--- src/rtl/predictor_access_arb.sv ---
// ============================================================================
// Module   : predictor_access_arb
// Purpose  : Shares the single branch-predictor table port between fetch
//            lookups and buffered execute-stage updates; runs clear sweeps.
// Revision : 1.0  initial release
// ============================================================================
`default_nettype none

module predictor_access_arb #(
    parameter int ENTRY_NUM  = 256,
    parameter int ADDR_WIDTH = $clog2(ENTRY_NUM),
    parameter int FIFO_DEPTH = 4,
    parameter int STARVE_LIM = 8
) (
    input  logic                          cpu_clk,
    input  logic                          cpu_rstn,
    input  logic                          lookup_req,
    input  logic [ADDR_WIDTH-1:0]         lookup_addr,
    output logic                          lookup_gnt,
    input  logic                          upd_valid,
    input  logic [ADDR_WIDTH-1:0]         upd_addr,
    input  logic                          upd_taken,
    output logic                          upd_ready,
    input  logic                          clr_req,
    output logic                          clr_busy,
    output logic                          ram_en,
    output logic                          ram_we,
    output logic [ADDR_WIDTH-1:0]         ram_addr,
    output logic                          ram_wdata,
    output logic [$clog2(FIFO_DEPTH):0]   fifo_cnt
);

    localparam int PTR_W = $clog2(FIFO_DEPTH);
    localparam int CNT_W = PTR_W + 1;
    localparam int STV_W = (STARVE_LIM > 2) ? $clog2(STARVE_LIM) : 1;

    localparam logic [CNT_W-1:0]      c_full_cnt   = CNT_W'(FIFO_DEPTH);
    localparam logic [STV_W-1:0]      c_starve_max = STV_W'(STARVE_LIM - 1);
    localparam logic [ADDR_WIDTH-1:0] c_last_addr  = ADDR_WIDTH'(ENTRY_NUM - 1);

    typedef enum logic [0:0] {
        ST_RUN   = 1'b0,
        ST_CLEAR = 1'b1
    } state_t;

    state_t                  r_state;
    state_t                  w_state_nxt;

    logic [ADDR_WIDTH-1:0]   r_fifo_addr  [FIFO_DEPTH];
    logic                    r_fifo_taken [FIFO_DEPTH];
    logic [PTR_W-1:0]        r_wr_ptr;
    logic [PTR_W-1:0]        r_rd_ptr;
    logic [CNT_W-1:0]        r_fifo_cnt;
    logic [STV_W-1:0]        r_starve_cnt;
    logic [ADDR_WIDTH-1:0]   r_clr_ptr;

    logic                    w_full;
    logic                    w_empty;
    logic                    w_starved;
    logic                    w_push;
    logic                    w_pop;
    logic                    w_clr_start;
    logic                    w_clr_last;
    logic [ADDR_WIDTH-1:0]   w_head_addr;
    logic                    w_head_taken;

    assign w_full       = (r_fifo_cnt == c_full_cnt);
    assign w_empty      = (r_fifo_cnt == '0);
    assign w_starved    = (r_starve_cnt == c_starve_max);
    assign w_head_addr  = r_fifo_addr[r_rd_ptr];
    assign w_head_taken = r_fifo_taken[r_rd_ptr];
    assign w_clr_start  = (r_state == ST_RUN) && clr_req;
    assign w_clr_last   = (r_clr_ptr == c_last_addr);

    assign upd_ready = !w_full;
    assign w_push    = upd_valid && !w_full;
    assign clr_busy  = (r_state == ST_CLEAR);
    assign fifo_cnt  = r_fifo_cnt;

    // Arbitration and next-state; the first matching RUN rule wins.
    always_comb begin
        w_state_nxt = r_state;
        lookup_gnt  = 1'b0;
        ram_en      = 1'b0;
        ram_we      = 1'b0;
        ram_addr    = '0;
        ram_wdata   = 1'b0;
        w_pop       = 1'b0;
        case (r_state)
            ST_RUN: begin
                if (clr_req) begin
                    w_state_nxt = ST_CLEAR;
                end
                if (w_full || (w_starved && !w_empty)) begin
                    ram_en    = 1'b1;
                    ram_we    = 1'b1;
                    ram_addr  = w_head_addr;
                    ram_wdata = w_head_taken;
                    w_pop     = 1'b1;
                end else if (lookup_req) begin
                    ram_en     = 1'b1;
                    ram_addr   = lookup_addr;
                    lookup_gnt = 1'b1;
                end else if (!w_empty) begin
                    ram_en    = 1'b1;
                    ram_we    = 1'b1;
                    ram_addr  = w_head_addr;
                    ram_wdata = w_head_taken;
                    w_pop     = 1'b1;
                end
            end
            ST_CLEAR: begin
                ram_en   = 1'b1;
                ram_we   = 1'b1;
                ram_addr = r_clr_ptr;
                if (w_clr_last) begin
                    w_state_nxt = ST_RUN;
                end
            end
            default: w_state_nxt = ST_RUN;
        endcase
    end

    always_ff @(posedge cpu_clk or negedge cpu_rstn) begin
        if (!cpu_rstn) begin
            r_state   <= ST_RUN;
            r_clr_ptr <= '0;
        end else begin
            r_state <= w_state_nxt;
            if (w_clr_start || (r_state == ST_CLEAR && w_clr_last)) begin
                r_clr_ptr <= '0;
            end else if (r_state == ST_CLEAR) begin
                r_clr_ptr <= r_clr_ptr + ADDR_WIDTH'(1);
            end
        end
    end

    // Starting a sweep flushes the queue, including a push in that same cycle.
    always_ff @(posedge cpu_clk or negedge cpu_rstn) begin
        if (!cpu_rstn) begin
            r_wr_ptr   <= '0;
            r_rd_ptr   <= '0;
            r_fifo_cnt <= '0;
        end else if (w_clr_start) begin
            r_wr_ptr   <= '0;
            r_rd_ptr   <= '0;
            r_fifo_cnt <= '0;
        end else begin
            if (w_push) begin
                r_wr_ptr <= r_wr_ptr + PTR_W'(1);
            end
            if (w_pop) begin
                r_rd_ptr <= r_rd_ptr + PTR_W'(1);
            end
            case ({w_push, w_pop})
                2'b10:   r_fifo_cnt <= r_fifo_cnt + CNT_W'(1);
                2'b01:   r_fifo_cnt <= r_fifo_cnt - CNT_W'(1);
                default: r_fifo_cnt <= r_fifo_cnt;
            endcase
        end
    end

    always_ff @(posedge cpu_clk or negedge cpu_rstn) begin
        if (!cpu_rstn) begin
            r_starve_cnt <= '0;
        end else if (w_clr_start || w_pop || w_empty) begin
            r_starve_cnt <= '0;
        end else if (!w_starved) begin
            r_starve_cnt <= r_starve_cnt + STV_W'(1);
        end
    end

    // Queue storage carries no reset; occupancy is tracked by the pointers.
    always_ff @(posedge cpu_clk) begin
        if (w_push) begin
            r_fifo_addr[r_wr_ptr]  <= upd_addr;
            r_fifo_taken[r_wr_ptr] <= upd_taken;
        end
    end

endmodule

`default_nettype wire

--- config.mk ---
export PLATFORM = sky130hd
export DESIGN_NAME = predictor_access_arb
export DESIGN_NICKNAME = d
export VERILOG_FILES = /design/src/rtl/predictor_access_arb.sv
export SDC_FILE = /design/constraint.sdc
export NUM_CORES = 1
export LEC_CHECK = 0
export ABC_AREA = 0
export ABC_CLOCK_PERIOD_IN_PS = 4800
export BUFFER_PORTS_ARGS = -buffer_cell sky130_fd_sc_hd__buf_2
export CAP_MARGIN = 10
export CORE_UTILIZATION = 35
export DETAILED_ROUTE_END_ITERATION = 8
export SLEW_MARGIN = 25
export SYNTH_ARGS = -nofsm -noshare
export SYNTH_HDL_FRONTEND = slang
export SYNTH_SLANG_ARGS = --single-unit
--- constraint.sdc ---
create_clock -name cpu_clk -period 4.8 [get_ports cpu_clk]
set_clock_uncertainty 0.2 [all_clocks]
set_input_delay 0.96 -clock cpu_clk [delete_from_list [all_inputs] [get_ports cpu_clk]]
set_output_delay 0.96 -clock cpu_clk [all_outputs]
set_load 0.05 [all_outputs]
==> insert_results.sql <==
INSERT INTO impl_metrics (metric_group, metric, value, unit) VALUES
('status', 'status', 'finished, final reports clean', ''),
('cts', 'clock_latency', '310', 'ps'),
('cts', 'cts.root.buffer_cell', 'sky130_fd_sc_hd__clkbuf_8', ''),
('placed_design', 'place_hpwl', '3.64', 'mm'),
('global_routing', 'groute.usage.overall', '13.9', '%'),
('global_routing', 'via_count_of_the_first_global_routing_pass', '1574', ''),
('power_and_ir_drop', 'static-leakage-power', '1.18', 'nW'),
('yosys', 'postSynth.asyncResetShare', '34.5', '%'),
('worst_setup_path', 'critical_path.reg2reg.endpoint', 'fifo_cnt[2]', ''),
('placed_design', 'place_congestion', '0.772', ''),
('final_layout', 'finalNetCount', '274', ''),
('yosys', 'ys.warnings.count', '0', ''),
('timing', 'unrepaired_setup_endpoints_after_global_routing', 'false', ''),
('cts', 'cts_hold_buf', '0', ''),
('worst_setup_path', 'cp_top_family', 'adder cells', ''),
('worst_setup_path', 'crit_path_frequent_cell', 'sky130_fd_sc_hd__ha_1', ''),
('yosys', 'synth_seq_cells', '55', ''),
('timing', 'clock.fmax', '285', 'MHz'),
('routing', 'route.met2.wl', '2.54', 'mm'),
('global_routing', 'grt_first_pass_wirelength', '8.06', 'mm'),
('yosys', 'synth_top_area_share', '40.7', '%'),
('routing', 'vias', '1724', ''),
('timing', 'timing_hold_violations_final', '0', ''),
('worst_setup_path', 'ff2ff_setup_slack', '1900', 'ps'),
('global_routing', 'grt_overflow_total', '0', ''),
('routing', 'routed_wl', '5.18', 'mm'),
('timing', 'postLayoutSetupSlackWorst', '1290', 'ps'),
('timing', 'tightest_pin_transition', '818', 'ps'),
('yosys', 'synth.most_common_cell', 'sky130_fd_sc_hd__edfxtp_1', ''),
('cts', 'cts_inserted_buffers', '5', ''),
('cts', 'tritoncts', 'done', ''),
('floorplan', 'design.die.area', '7950', 'sq um'),
('power_and_ir_drop', 'power.density_cell_area', '558', 'nW/um^2'),
('min_path', 'min_to', 'r_starve_cnt[1]', ''),
('routing', 'drc', '0', ''),
('timing', 'max_slew_margin', '45.4', '%'),
('worst_setup_path', 'critical_path.n_buffers_inverters', '2', ''),
('min_path', 'holdCritPathClass', 'reg -> reg', ''),
('timing', 'min_tclk_post_route', '3510', 'ps'),
('power_and_ir_drop', 'worst_ir_drop_vdd', '0.149', 'mV'),
('yosys', 'number_of_enable_flip_flop_cells_after_synthesis', '36', ''),
('timing', 'maxSlewViolCount', '0', ''),
('min_path', 'min_path_cells', '2', ''),
('routing', 'routed_wire_length_per_instance', '15.1', 'microns'),
('worst_setup_path', 'critical-path-slowest-cell', 'sky130_fd_sc_hd__dfrtp_1', ''),
('yosys', 'ys_seq_area_share', '58.5', '%'),
('placed_design', 'placement_setup_slack', '1450', 'ps'),
('yosys', 'avgSynthCellArea', '12.7', 'sq um'),
('worst_setup_path', 'crit_fanout', '15', ''),
('worst_setup_path', 'critical_path.startpoint_type', 'flop', ''),
('worst_setup_path', 'setup_crit_end_kind', 'primary output', ''),
('worst_setup_path', 'worstRegToRegCells', '9', ''),
('yosys', 'synth.net_count', '240', ''),
('routing', 'postRouteAntennaNets', '0', ''),
('routing', 'uppermost_signal_routing_layer_after_detailed_routing', 'met4', ''),
('floorplan', 'core.rowCount', '31', ''),
('worst_setup_path', 'timing.rr.start', 'r_starve_cnt[0]', ''),
('routing', 'routedLengthMet1', '2.37', 'mm'),
('yosys', 'synthCells', '210', ''),
('final_layout', 'area_growth', '13.6', '%'),
('min_path', 'holdCritStartpoint', 'r_starve_cnt[1]', ''),
('global_routing', 'grt_start_max_net_pins', '28', ''),
('floorplan', 'ios', '39', ''),
('cts', 'clock_input_transition_at_the_sequential_cells_of_the_worst_setup_and_hold_paths', '110', 'ps'),
('final_layout', 'layout_cell_share_with_drive_strength_beyond_1', '24.9', '%'),
('floorplan', 'floorplan.initialDensity', '36.5', '%'),
('worst_setup_path', 'worst_ep_arrival_time', '2350', 'ps'),
('routing', 'detail_route.first_pass.iterations', '4', ''),
('yosys', 'library_cell_with_the_largest_summed_area_after_synthesis', 'sky130_fd_sc_hd__edfxtp_1', ''),
('cts', 'cts_resized', '0', ''),
('worst_setup_path', 'stage_delay_of_the_slowest_cell_on_the_critical_path', '410', 'ps');
-- cell type report --
type	count	area [sq um]
inverters	5	18.8
well taps	99	124
repair buffers	40	205
clock inverters	3	26.3
clock buffers	5	68.8
flip-flops and latches	55	1560
multi-input cells	137	1020
fillers	732	4270
-- how the worst max path moves through the flow --
| stage | from | end | cells after the start |
|---|---|---|---|
| final | r_starve_cnt[0] | ram_addr[7] | 7 |
| after global routing | r_starve_cnt[0] | ram_addr[7] | 7 |
| after detailed placement | lookup_req | ram_addr[7] | 6 |
| after CTS | r_starve_cnt[0] | ram_addr[7] | 7 |
| after global placement | lookup_req | ram_addr[7] | 6 |
| after floorplan | fifo_cnt[2] | ram_addr[7] | 5 |
-- cells by family after synthesis --
group           Yosys count  synth area share [%]
fa+ha+maj                 8                  4.05
compound gates           31                  8.24
xor+xnor                  7                  2.31
mux                      15                  9.88
simple gates             76                  14.0
flops                    55                  58.5
buf+inv                  18                  3.01
-- sequential cells by signal, indices dropped and copies added (netlist names) --
register      count
clr_busy          1
r_rd_ptr          2
fifo_cnt          3
r_fifo_taken      4
r_starve_cnt      3
r_fifo_addr      32
r_wr_ptr          2
r_clr_ptr         8
-- power by group --
| group | internal (mW) | switching (mW) | total, mW | leakage [nW] |
|---|---|---|---|---|
| combinational | 0.233 | 0.408 | 0.642 | 0.578 |
| sequential | 0.646 | 0.127 | 0.773 | 0.558 |
| clock | 0.108 | 0.162 | 0.270 | 0.0491 |
-- worst reg2reg max path, stage by stage (launching register included) --
cell,delay (ps)
sky130_fd_sc_hd__dfrtp_1,410
sky130_fd_sc_hd__ha_1,210
sky130_fd_sc_hd__ha_1,270
sky130_fd_sc_hd__nor2b_1,280
sky130_fd_sc_hd__or3_1,150
sky130_fd_sc_hd__a21oi_1,70
sky130_fd_sc_hd__fa_1,420
sky130_fd_sc_hd__a2111oi_0,440
sky130_fd_sc_hd__mux2i_1,240
sky130_fd_sc_hd__nand3_1,90
-- metal layers --
metal  up-vias  global-route usage [%]
li1        840                       -
met1       839                    18.5
met4         0                    3.90
met3         6                    2.77
met2        39                    23.2
met5         -                       0
-- per-stage QoR --
stage                     area, sq um  hold WS (ps)  cells  utilization, %  power, mW
final                            3020           339    344            41.4       1.68
after global routing             3020           396    344            41.4       1.81
after CTS                        3020           351    344            41.4       1.71
after detailed placement         2930           324    336            40.1       1.44
after global placement           2930           310    336            40.1       1.42
after floorplan                  2660           293    210               -       1.27
-- layout by cell type (no fill, tap or decap), drive strengths merged, types with 3 or more instances in the layout --
master / count
and2: 4
a22oi: 7
o21ai: 8
buf: 40
mux2i: 6
a21oi: 3
nor2: 13
clkbuf: 5
ha: 7
nand2: 28
or3: 4
xnor2: 5
nor3: 3
dfrtp: 19
nor2b: 4
mux4: 9
inv: 7
nand2b: 5
edfxtp: 36
nand3: 5
and3: 4
Power figures use the tool's default switching activity.
